`src/rtl/vram_pixel_writer_if.sv`:
```
//------------------------------------------------------------------------------
// vram_pixel_writer_if
//
// Bundles the pixel-write handshake, the linear-fill request, the status flags
// and the VRAM write port of vram_pixel_writer into one interface.
//
// Signals:
//   wr_valid    single-pixel write request
//   wr_ready    write request accepted on this cycle's rising edge
//   wr_addr     pixel index (line*320 + x)
//   wr_data     pixel colour {r[7:0], g[7:0], b[7:0]}
//   fill_start  one-cycle linear fill request
//   fill_addr   first pixel index of the fill
//   fill_count  number of pixels to fill
//   fill_color  fill colour
//   busy        writer is draining or filling
//   fill_done   one-cycle pulse at the end of a fill
//   vram_we     VRAM write enable
//   vram_addr   VRAM write address
//   vram_d      VRAM write data
//
// Modports:
//   master  the client that issues writes/fills and watches status
//   slave   the pixel writer itself
//------------------------------------------------------------------------------
interface vram_pixel_writer_if;

  logic        wr_valid;
  logic        wr_ready;
  logic [16:0] wr_addr;
  logic [23:0] wr_data;

  logic        fill_start;
  logic [16:0] fill_addr;
  logic [16:0] fill_count;
  logic [23:0] fill_color;

  logic        busy;
  logic        fill_done;

  logic        vram_we;
  logic [16:0] vram_addr;
  logic [23:0] vram_d;

  modport master (
    output wr_valid, wr_addr, wr_data,
    output fill_start, fill_addr, fill_count, fill_color,
    input  wr_ready, busy, fill_done,
    input  vram_we, vram_addr, vram_d
  );

  modport slave (
    input  wr_valid, wr_addr, wr_data,
    input  fill_start, fill_addr, fill_count, fill_color,
    output wr_ready, busy, fill_done,
    output vram_we, vram_addr, vram_d
  );

endinterface

```
`src/rtl/vram_pixel_writer.sv`:
```
//------------------------------------------------------------------------------
// vram_pixel_writer
//
// Funnels single-pixel writes and linear colour fills into one pixel-VRAM
// write port. Single writes are buffered in a small FIFO and retired one per
// cycle. A fill first retires everything already queued (DRAIN), then writes
// fill_count consecutive pixels with one colour (FILL). Writes that arrive
// during a fill are queued and retired once the writer is back in IDLE, so the
// VRAM sees all traffic in acceptance order.
//
// Ports:
//   clk    single clock for all logic
//   reset  asynchronous, active-high; empties the FIFO and aborts any fill
//   bus    vram_pixel_writer_if.slave (handshake, fill request, status, VRAM)
//
// Parameters:
//   FIFO_DEPTH  number of FIFO entries, power of two, at least 2
//
// Timing:
//   A write accepted at edge k is popped at edge k+1 and is visible on the
//   VRAM port in the cycle after edge k+1. All VRAM-port outputs and fill_done
//   are registers; wr_ready and busy decode registered state only.
//------------------------------------------------------------------------------
module vram_pixel_writer #(
  parameter int FIFO_DEPTH = 4
) (
  input  logic                 clk,
  input  logic                 reset,
  vram_pixel_writer_if.slave   bus
);

  localparam int PTR_W = (FIFO_DEPTH > 1) ? $clog2(FIFO_DEPTH) : 1;
  localparam int CNT_W = PTR_W + 1;
  localparam logic [CNT_W-1:0] DEPTH_CNT = CNT_W'(FIFO_DEPTH);

  typedef enum logic [1:0] {
    IDLE  = 2'd0,
    DRAIN = 2'd1,
    FILL  = 2'd2
  } state_e;

  typedef struct packed {
    logic [16:0] addr;
    logic [23:0] data;
  } entry_t;

  //----------------------------------------------------------------------------
  // State
  //----------------------------------------------------------------------------
  state_e           state_q, state_d;

  entry_t           fifo_mem [FIFO_DEPTH];
  logic [PTR_W-1:0] wr_ptr_q, rd_ptr_q;
  logic [CNT_W-1:0] count_q, count_d;

  // Fill engine: next address to write, pixels still to write, colour.
  logic [16:0]      fill_addr_q, fill_addr_d;
  logic [16:0]      fill_left_q, fill_left_d;
  logic [23:0]      fill_color_q, fill_color_d;

  // Registered VRAM port and done pulse.
  logic             vram_we_q, vram_we_d;
  logic [16:0]      vram_addr_q, vram_addr_d;
  logic [23:0]      vram_d_q, vram_d_d;
  logic             fill_done_q, fill_done_d;

  //----------------------------------------------------------------------------
  // FIFO control
  //----------------------------------------------------------------------------
  logic   fifo_full;
  logic   fifo_empty;
  logic   wr_ready;
  logic   push;
  logic   pop;
  entry_t head;
  entry_t wr_entry;

  assign fifo_full  = (count_q == DEPTH_CNT);
  assign fifo_empty = (count_q == '0);

  // Readiness looks only at the current occupancy, so a full FIFO refuses a
  // push even on a cycle where it also pops.
  assign wr_ready = !fifo_full && (state_q != DRAIN);
  assign push     = bus.wr_valid && wr_ready;

  // Queued entries retire only in IDLE and DRAIN; during FILL they wait.
  assign pop      = !fifo_empty && ((state_q == IDLE) || (state_q == DRAIN));

  assign head          = fifo_mem[rd_ptr_q];
  assign wr_entry.addr = bus.wr_addr;
  assign wr_entry.data = bus.wr_data;

  // Occupancy after this edge; used to decide whether a fill must drain first.
  assign count_d = count_q + CNT_W'(push) - CNT_W'(pop);

  // NOTE: FIFO storage has no reset; the pointers and count decide which
  // entries are valid, and leaving the array unreset lets it map to RAM.
  always_ff @(posedge clk) begin
    if (push) begin
      fifo_mem[wr_ptr_q] <= wr_entry;
    end
  end

  //----------------------------------------------------------------------------
  // Next-state and output logic
  //----------------------------------------------------------------------------
  // NOTE: every signal written here gets a default before any branch, so no
  // path through the block can leave a value unassigned and infer a latch.
  always_comb begin
    state_d      = state_q;
    fill_addr_d  = fill_addr_q;
    fill_left_d  = fill_left_q;
    fill_color_d = fill_color_q;
    vram_we_d    = 1'b0;
    vram_addr_d  = vram_addr_q;
    vram_d_d     = vram_d_q;
    fill_done_d  = 1'b0;

    // FIFO retirement; pop is never true in FILL, so this cannot collide
    // with a fill write below.
    if (pop) begin
      vram_we_d   = 1'b1;
      vram_addr_d = head.addr;
      vram_d_d    = head.data;
    end

    unique case (state_q)
      IDLE: begin
        if (bus.fill_start) begin
          fill_addr_d  = bus.fill_addr;
          fill_left_d  = bus.fill_count;
          fill_color_d = bus.fill_color;
          // A push on the same edge counts as queued, so it drains first.
          state_d      = (count_d == '0) ? FILL : DRAIN;
        end
      end

      DRAIN: begin
        // No pushes in DRAIN, so reaching zero means the last entry left.
        if (count_d == '0) begin
          state_d = FILL;
        end
      end

      FILL: begin
        if (fill_left_q != '0) begin
          vram_we_d   = 1'b1;
          vram_addr_d = fill_addr_q;
          vram_d_d    = fill_color_q;
          // 17-bit add wraps from 0x1FFFF to 0x00000.
          fill_addr_d = fill_addr_q + 17'd1;
          fill_left_d = fill_left_q - 17'd1;
        end else begin
          // One cycle after the last write (or right after entering FILL
          // for an empty fill).
          fill_done_d = 1'b1;
          state_d     = IDLE;
        end
      end

      default: begin
        state_d = IDLE;
      end
    endcase
  end

  //----------------------------------------------------------------------------
  // Registers
  //----------------------------------------------------------------------------
  // NOTE: sequential state uses non-blocking assignments so every register
  // samples its pre-edge inputs regardless of statement order.
  always_ff @(posedge clk or posedge reset) begin
    if (reset) begin
      state_q      <= IDLE;
      wr_ptr_q     <= '0;
      rd_ptr_q     <= '0;
      count_q      <= '0;
      fill_addr_q  <= '0;
      fill_left_q  <= '0;
      fill_color_q <= '0;
      vram_we_q    <= 1'b0;
      vram_addr_q  <= '0;
      vram_d_q     <= '0;
      fill_done_q  <= 1'b0;
    end else begin
      state_q      <= state_d;
      count_q      <= count_d;
      fill_addr_q  <= fill_addr_d;
      fill_left_q  <= fill_left_d;
      fill_color_q <= fill_color_d;
      vram_we_q    <= vram_we_d;
      vram_addr_q  <= vram_addr_d;
      vram_d_q     <= vram_d_d;
      fill_done_q  <= fill_done_d;
      if (push) begin
        wr_ptr_q <= wr_ptr_q + PTR_W'(1);
      end
      if (pop) begin
        rd_ptr_q <= rd_ptr_q + PTR_W'(1);
      end
    end
  end

  //----------------------------------------------------------------------------
  // Outputs
  //----------------------------------------------------------------------------
  assign bus.wr_ready  = wr_ready;
  assign bus.busy      = (state_q != IDLE);
  assign bus.fill_done = fill_done_q;
  assign bus.vram_we   = vram_we_q;
  assign bus.vram_addr = vram_addr_q;
  assign bus.vram_d    = vram_d_q;

endmodule
```
`src/flat_wrapper.sv`:
```
// flat-port wrapper written by rule: the top's interface ports become plain ports
module vram_pixel_writer_flat 
#(
  parameter int FIFO_DEPTH = 4
)
  (clk, reset, bus_wr_valid, bus_wr_addr, bus_wr_data, bus_fill_start, bus_fill_addr, bus_fill_count, bus_fill_color, bus_wr_ready, bus_busy, bus_fill_done, bus_vram_we, bus_vram_addr, bus_vram_d);
  vram_pixel_writer_if bus_i ();
  input  logic clk;
  input  logic reset;
  input wire logic [$bits(bus_i.wr_valid)-1:0] bus_wr_valid;
  input wire logic [$bits(bus_i.wr_addr)-1:0] bus_wr_addr;
  input wire logic [$bits(bus_i.wr_data)-1:0] bus_wr_data;
  input wire logic [$bits(bus_i.fill_start)-1:0] bus_fill_start;
  input wire logic [$bits(bus_i.fill_addr)-1:0] bus_fill_addr;
  input wire logic [$bits(bus_i.fill_count)-1:0] bus_fill_count;
  input wire logic [$bits(bus_i.fill_color)-1:0] bus_fill_color;
  output wire logic [$bits(bus_i.wr_ready)-1:0] bus_wr_ready;
  output wire logic [$bits(bus_i.busy)-1:0] bus_busy;
  output wire logic [$bits(bus_i.fill_done)-1:0] bus_fill_done;
  output wire logic [$bits(bus_i.vram_we)-1:0] bus_vram_we;
  output wire logic [$bits(bus_i.vram_addr)-1:0] bus_vram_addr;
  output wire logic [$bits(bus_i.vram_d)-1:0] bus_vram_d;
  assign bus_i.wr_valid = bus_wr_valid;
  assign bus_i.wr_addr = bus_wr_addr;
  assign bus_i.wr_data = bus_wr_data;
  assign bus_i.fill_start = bus_fill_start;
  assign bus_i.fill_addr = bus_fill_addr;
  assign bus_i.fill_count = bus_fill_count;
  assign bus_i.fill_color = bus_fill_color;
  assign bus_wr_ready = bus_i.wr_ready;
  assign bus_busy = bus_i.busy;
  assign bus_fill_done = bus_i.fill_done;
  assign bus_vram_we = bus_i.vram_we;
  assign bus_vram_addr = bus_i.vram_addr;
  assign bus_vram_d = bus_i.vram_d;
  vram_pixel_writer #(.FIFO_DEPTH(FIFO_DEPTH)) u_core (.clk(clk), .reset(reset), .bus(bus_i));
endmodule
```
`config.mk`:
```
export PLATFORM = sky130hd
export DESIGN_NAME = vram_pixel_writer_flat
export DESIGN_NICKNAME = d
export VERILOG_FILES = /design/src/rtl/vram_pixel_writer_if.sv /design/src/rtl/vram_pixel_writer.sv /design/src/flat_wrapper.sv
export SDC_FILE = /design/constraint.sdc
export NUM_CORES = 1
export LEC_CHECK = 0
export BUFFER_PORTS_ARGS = -buffer_cell sky130_fd_sc_hd__buf_2
export CAP_MARGIN = 5
export CORE_AREA = 3 3 154 156
export CTS_CLUSTER_SIZE = 8
export DETAILED_ROUTE_END_ITERATION = 6
export DIE_AREA = 0 0 157 159
export GPL_TIMING_DRIVEN = 0
export PLACE_DENSITY = 0.78
export SETUP_SLACK_MARGIN = 0.05
export SLEW_MARGIN = 10
export SYNTH_ARGS = -nofsm -noshare
export SYNTH_HDL_FRONTEND = slang
export SYNTH_SLANG_ARGS = --single-unit
```
`constraint.sdc`:
```
create_clock -name clk -period 3.4 [get_ports clk]
set_clock_uncertainty 0.15 [all_clocks]
set_input_delay 0.51 -clock clk [delete_from_list [all_inputs] [get_ports clk]]
set_output_delay 0.51 -clock clk [all_outputs]
set_load 0.02 [all_outputs]
```
# Yosys cells after proc, flatten, opt, wreduce, memory -nomap -nowiden
# Memories as Yosys holds them, arrays and structs flattened.
# Cells that the tools add are included.
dict set report totals {
  ff_bits 110
  mem_bits_rw 164
  in_bits 103
  out_inout_bits 45
  word_cells 65
  mem_count 1
}
dict set report op_classes {
  addsub 6
  n_eq_ne 8
  mux 24
  n_reduce_logical 15
}
# memory depth width rd rd_ports_with_merged_regs wr line
set mem_list {}
lappend mem_list {u_core.fifo_mem 4 41 1 0 1 vram_pixel_writer.sv:52} ;# entry_t fifo_mem [FIFO_DEPTH];
# operator n
set op_table {}
lappend op_table {{2-to-1 mux 17 bit} 7}
lappend op_table {{2-to-1 mux 24 bit} 3}
lappend op_table {{one-hot mux 17 bit (2 select lines)} 2}
lappend op_table {{adder 17 x 1 -> 17 bit (second input constant)} 1}
lappend op_table {{nonzero test 17 bit} 1}
lappend op_table {{subtractor 17 x 1 -> 17 bit (second input constant)} 1}
lappend op_table {{2-to-1 mux 2 bit} 4}
lappend op_table {{2-to-1 mux 1 bit} 7}
lappend op_table {{logical NOT 3 bit} 2}
lappend op_table {{inequality test 2 bit (second input constant)} 3}
lappend op_table {{one-hot mux 2 bit (3 select lines)} 1}
lappend op_table {{AND reduction 3 bit} 2}
lappend op_table {{adder 2 x 1 -> 2 bit (second input constant)} 2}
lappend op_table {{inequality test 2 x 1 -> 1 bit (second input constant)} 2}
lappend op_table {{nonzero test 2 bit} 2}
lappend op_table {{adder 3 x 1 -> 3 bit} 1}
lappend op_table {{equality test 3 bit (second input constant)} 1}
lappend op_table {{logical AND 1 bit} 3}
lappend op_table {{subtractor 3 x 1 -> 3 bit} 1}
lappend op_table {{equality test 2 x 1 -> 1 bit (second input constant)} 1}
lappend op_table {{equality test 2 bit (second input constant)} 1}
lappend op_table {{logical NOT 1 bit} 2}
lappend op_table {{logical NOT 2 bit} 1}
lappend op_table {{AND reduction 2 bit} 1}
lappend op_table {{logical OR 1 bit} 1}

# Longest topological paths before layout
dict set report depth {
  depth_word 10
  depth_mapped 11
  depth_no_buf 10
}

# Least setup slack after synthesis
# No wires, ideal clock.
dict set report synth_path {
  path_type {register -> register}
  startpoint {reg u_core.count_q[2]}
  endpoint {reg u_core.state_q[1]}
  arrival_ns 2.466
  required_ns 3.140
  setup_slack_ns 0.674
  path_stages_with_launch 11
  path_buffers 1
  synth_period_minus_slack_ns 2.726
  cell_sequence {dfrtp_1 nor3_1 nor2_2 buf_2 ha_1 inv_1 ha_1 fa_1 xor2_1 xnor2_1 o41ai_1}
}
dict set report synth_via {
  word_cells_on_any_way 15
}
# element line
set synth_rtl {}
lappend synth_rtl {{start, declared} vram_pixel_writer.sv:54} ;# logic [CNT_W-1:0] count_q, count_d;
lappend synth_rtl {{start signal, assigned} vram_pixel_writer.sv:187} ;# count_q <= count_d;
lappend synth_rtl {{logical NOT 3 bit (*)} vram_pixel_writer.sv:79} ;# assign fifo_empty = (count_q == '0);
lappend synth_rtl {{logical NOT 1 bit (*)} vram_pixel_writer.sv:87} ;# assign pop = !fifo_empty && ((state_q == IDLE) || (state_q == DRAIN));
lappend synth_rtl {{logical AND 1 bit (*)} vram_pixel_writer.sv:87}
lappend synth_rtl {{named net u_core.pop} vram_pixel_writer.sv:74} ;# logic pop;
lappend synth_rtl {{subtractor 3 x 1 -> 3 bit (*)} vram_pixel_writer.sv:94} ;# assign count_d = count_q + CNT_W'(push) - CNT_W'(pop);
lappend synth_rtl {{named net u_core.count_d[2]} vram_pixel_writer.sv:54}
lappend synth_rtl {{logical NOT 3 bit (*)} {vram_pixel_writer.sv:134, vram_pixel_writer.sv:140}}
lappend synth_rtl {{2-to-1 mux 2 bit} vram_pixel_writer.sv:134} ;# state_d = (count_d == '0) ? FILL : DRAIN;
lappend synth_rtl {{2-to-1 mux 2 bit} vram_pixel_writer.sv:129} ;# if (bus.fill_start) begin
lappend synth_rtl {{one-hot mux 2 bit (3 select lines)} vram_pixel_writer.sv:127} ;# unique case (state_q)
lappend synth_rtl {{end signal, assigned} vram_pixel_writer.sv:186} ;# state_q <= state_d;
lappend synth_rtl {{end, declared} vram_pixel_writer.sv:50} ;# state_e state_q, state_d;
# Mark *: on every way through the listed nets, which the timed path passes. The rest lies on a longest branch. The select of a mux whose other input is x is not followed.
# A chain may end at the register's enable or synchronous reset.

# Worst setup path in the final report
# Ends and elaborated chain as after synthesis.

==> summary.txt <==
final WL = 29.74 mm
DIE AREA = 24,960 µm²
root buf cell = clkbuf_16
hpwl dp = 20.02 mm
vias in the first global route = 8,148
Rows = 55
f_max = 0.3167 GHz
Fill cells = 1,628
DR vias = 7,885
Worst Setup Slack, final = 0.2426 ns
mapped cell area = 11,600 µm²
Tot GR Track Use = 23.99%
Sum Neg Setup Slack = 0 ns
CP Capture Type = flip-flop
# nets final = 1,119
Mapped Avg Cell Area = 14.34 µm²
Clk Latency, worst-skew pair = 0.52 ns
Area growth, synth to finish = 21.14%
layout cell share with drive strength beyond 1 = 27.51%
register area share after synthesis = 66.18%
final hold slack = 0.04199 ns
most frequent cells in the layout = buf_2 (169), edfxtp_1 (164), dfrtp_1 (110)
synth top area cells = edfxtp_1 (42%), dfrtp_1 (24%), mux4_2 (8.0%), mux2i_1 (4.2%), nand2_1 (3.1%)
Min-Delay Path Class = in -> reg
initial DRC count = 754
CP dominant cell by count = ha_1
PortBufs = 147
final setup vio count = 0
I/O Pins = 148
final hold vios = 0
Leakage = 5.457 nW
wire per inst = 22.50 µm
die height = 159 µm
most common cell after layout, fill and taps aside = buf_2
pwr dens = 933.1 nW/µm²
yosys warns = 0
initial antenna violation count = 2
clock slew at reported path FFs = 0.05 ns
top cell type's share of synthesized area = 42.45%
Starting Density = 51.55%
Unique masters post-synth = 69
postcts setup bufs = 0
number of remaining DRC errors = 0
synthesized flop and latch total = 274
Worst path max stage delay = 0.41 ns
kind of critical path = reg -> reg
unrepaired setup endpoints after global routing = no
Final ANT Viol Nets = 0
Syn Inst Count = 809
Clock Path Buffers = 3
placer congestion estimate = 0.8880
Core ar. = 22,500 µm²
fin crit period = 3.157 ns
Die X = 157 µm
# Max-Cap Violations = 0
Layout Utilization = 62.45%
Vias per Instance = 5.964
top cell type by total area after synthesis = edfxtp_1
Least-Margin Pin Slew = 1.109 ns
CTS tree = yes
fin. max-slew vios = 0
Synth Net Count = 922
CP max-delay cell = nor3_1
Placement Setup Slack = 0.1523 ns
Sink Count = 274
CP max FO = 10
grt ovf = 0
clock buffer count from CTS = 40
global-route wire length before repair = 46.24 mm
CP Data Required Time = 3.64 ns
Pre-Repair DR Iteration Count = 5
VDD IR max = 513.6 µV
status = finished, final reports clean
Worst Path Arrival = 3.40 ns
max_slew headroom = 25.38%
Startpoint Class = flip-flop
largest net degree at the start of global routing = 33
fin crit share = 92.87%
Top FF cell, synth = edfxtp_1
EDFF count, synth = 164
CP cell instances = nor3_1 > nor2_4 > buf_2 > ha_1 > inv_1 > ha_1 > fa_1 > xor2_1 > xnor2_1 > o41ai_1
Synth async-reset ratio = 40.15%
CTS HTree Levels = 2
-- power by group --
group	leakage, nW	switching (W)	internal (W)
Clock	0.567	0.00139	0.00230
Combinational	2.02	0.00260	0.00163
Sequential	2.87	0.000617	0.00457
-- state kept, by name, summed over array words and instances (netlist names) --
signal                cells
u_core.rd_ptr_q           2
u_core.state_q            2
u_core.bus.fill_done      1
u_core.bus.vram_d        24
u_core.count_q            3
u_core.fill_color_q      24
u_core.fill_addr_q       17
u_core.fill_left_q       17
u_core.wr_ptr_q           2
u_core.bus.vram_addr     17
u_core.fifo_mem         164
u_core.bus.vram_we        1
-- final cells by class --
type                            count  area (µm²)  share of cell area (%)
Antenna cell                        1       2.502                 0.01781
Buffer                             55       254.0                   1.808
Clock buffer                       68        1116                   7.942
Clock inverter                      4       77.57                  0.5520
Inverter                           15       60.06                  0.4274
Multi-Input combinational cell    465        3622                   25.78
Sequential cell                   274        7677                   54.63
Tap cell                          285       356.6                   2.538
Timing Repair Buffer              155       885.9                   6.304
-- through the flow --
| stage | std cells | cell area, µm² | power, W |
|---|---|---|---|
| global route | 1322 | 14050 | 0.01380 |
| global placement | 1241 | 12700 | 0.009171 |
| CTS | 1321 | 14040 | 0.01316 |
| floorplan | 809 | 11600 | 0.007967 |
| finish | 1322 | 14050 | 0.01311 |
| detailed placement | 1248 | 12840 | 0.009395 |
-- worst paths after layout --
kind / from / to / slack [ns] / cells past startpoint
max: u_core.count_q[2] / u_core.state_q[1] / 0.24 / 10
min: bus_fill_color[17] / u_core.fill_color_q[17] / 0.04 / 3
min in group asynchronous: reset / u_core.bus.vram_d[11] / 0.46 / 3
max reg2reg: u_core.count_q[2] / u_core.state_q[1] / 0.24 / 10
max in group asynchronous: reset / u_core.bus.vram_d[2] / 1.63 / 6
min reg2reg: u_core.fill_color_q[12] / u_core.fill_color_q[12] / 0.33 / 2
-- worst max-delay path, delay by kind of cell (launching register included) --
family                     cells  cell delay, ns
and+or+nand+nor                2            0.56
DFF                            1            0.40
AOI/OAI and AO/OA              1            0.33
buffers and inverters          2            0.33
adders and majority gates      3            0.95
xor gates and xnor gates       2            0.31
-- routing by layer --
| layer | track usage (%) | wire length (µm) | vias up |
|---|---|---|---|
| li1 | - | - | 3507 |
| met1 | 31.97 | 11710 | 3925 |
| met2 | 38.43 | 14430 | 370 |
| met3 | 4.838 | 2260 | 81 |
| met4 | 10.58 | 1329 | 2 |
| met5 | 0 | 13 | - |
-- what timing repair did --
action / 4_1_cts / 5_1_grt
setup endpoints to repair: 0 / 1
resized for setup: 0 / 1
endpoints found under the hold margin: 24 / 0
hold buffers: 1 / 0
-- cells by family (layout without fill, tap and decap cells) --
group           Yosys count  after routing  synth area share [%]
buf+inv                  70            297                 2.675
fa+ha+maj                10             10                 1.143
mux                      91             91                 12.29
flops                   274            274                 66.18
simple gates            236            236                 9.945
other cells               0              1                     0
compound gates          123            123                 7.389
xor+xnor                  5              5                0.3776
-- Yosys cell counts, drive strengths merged (7+ instances only) --
library cell,count
edfxtp,164
nand4,11
nor2,27
nand2,96
mux4,41
nor4,10
and3,8
clkbuf,19
dfrtp,110
a21oi,7
mux2i,49
buf,36
inv,15
nand3,49
a31oi,8
and2,7
o21ai,52
a211oi,7
ha,9
No activity file was read; power rests on OpenSTA's default activity.
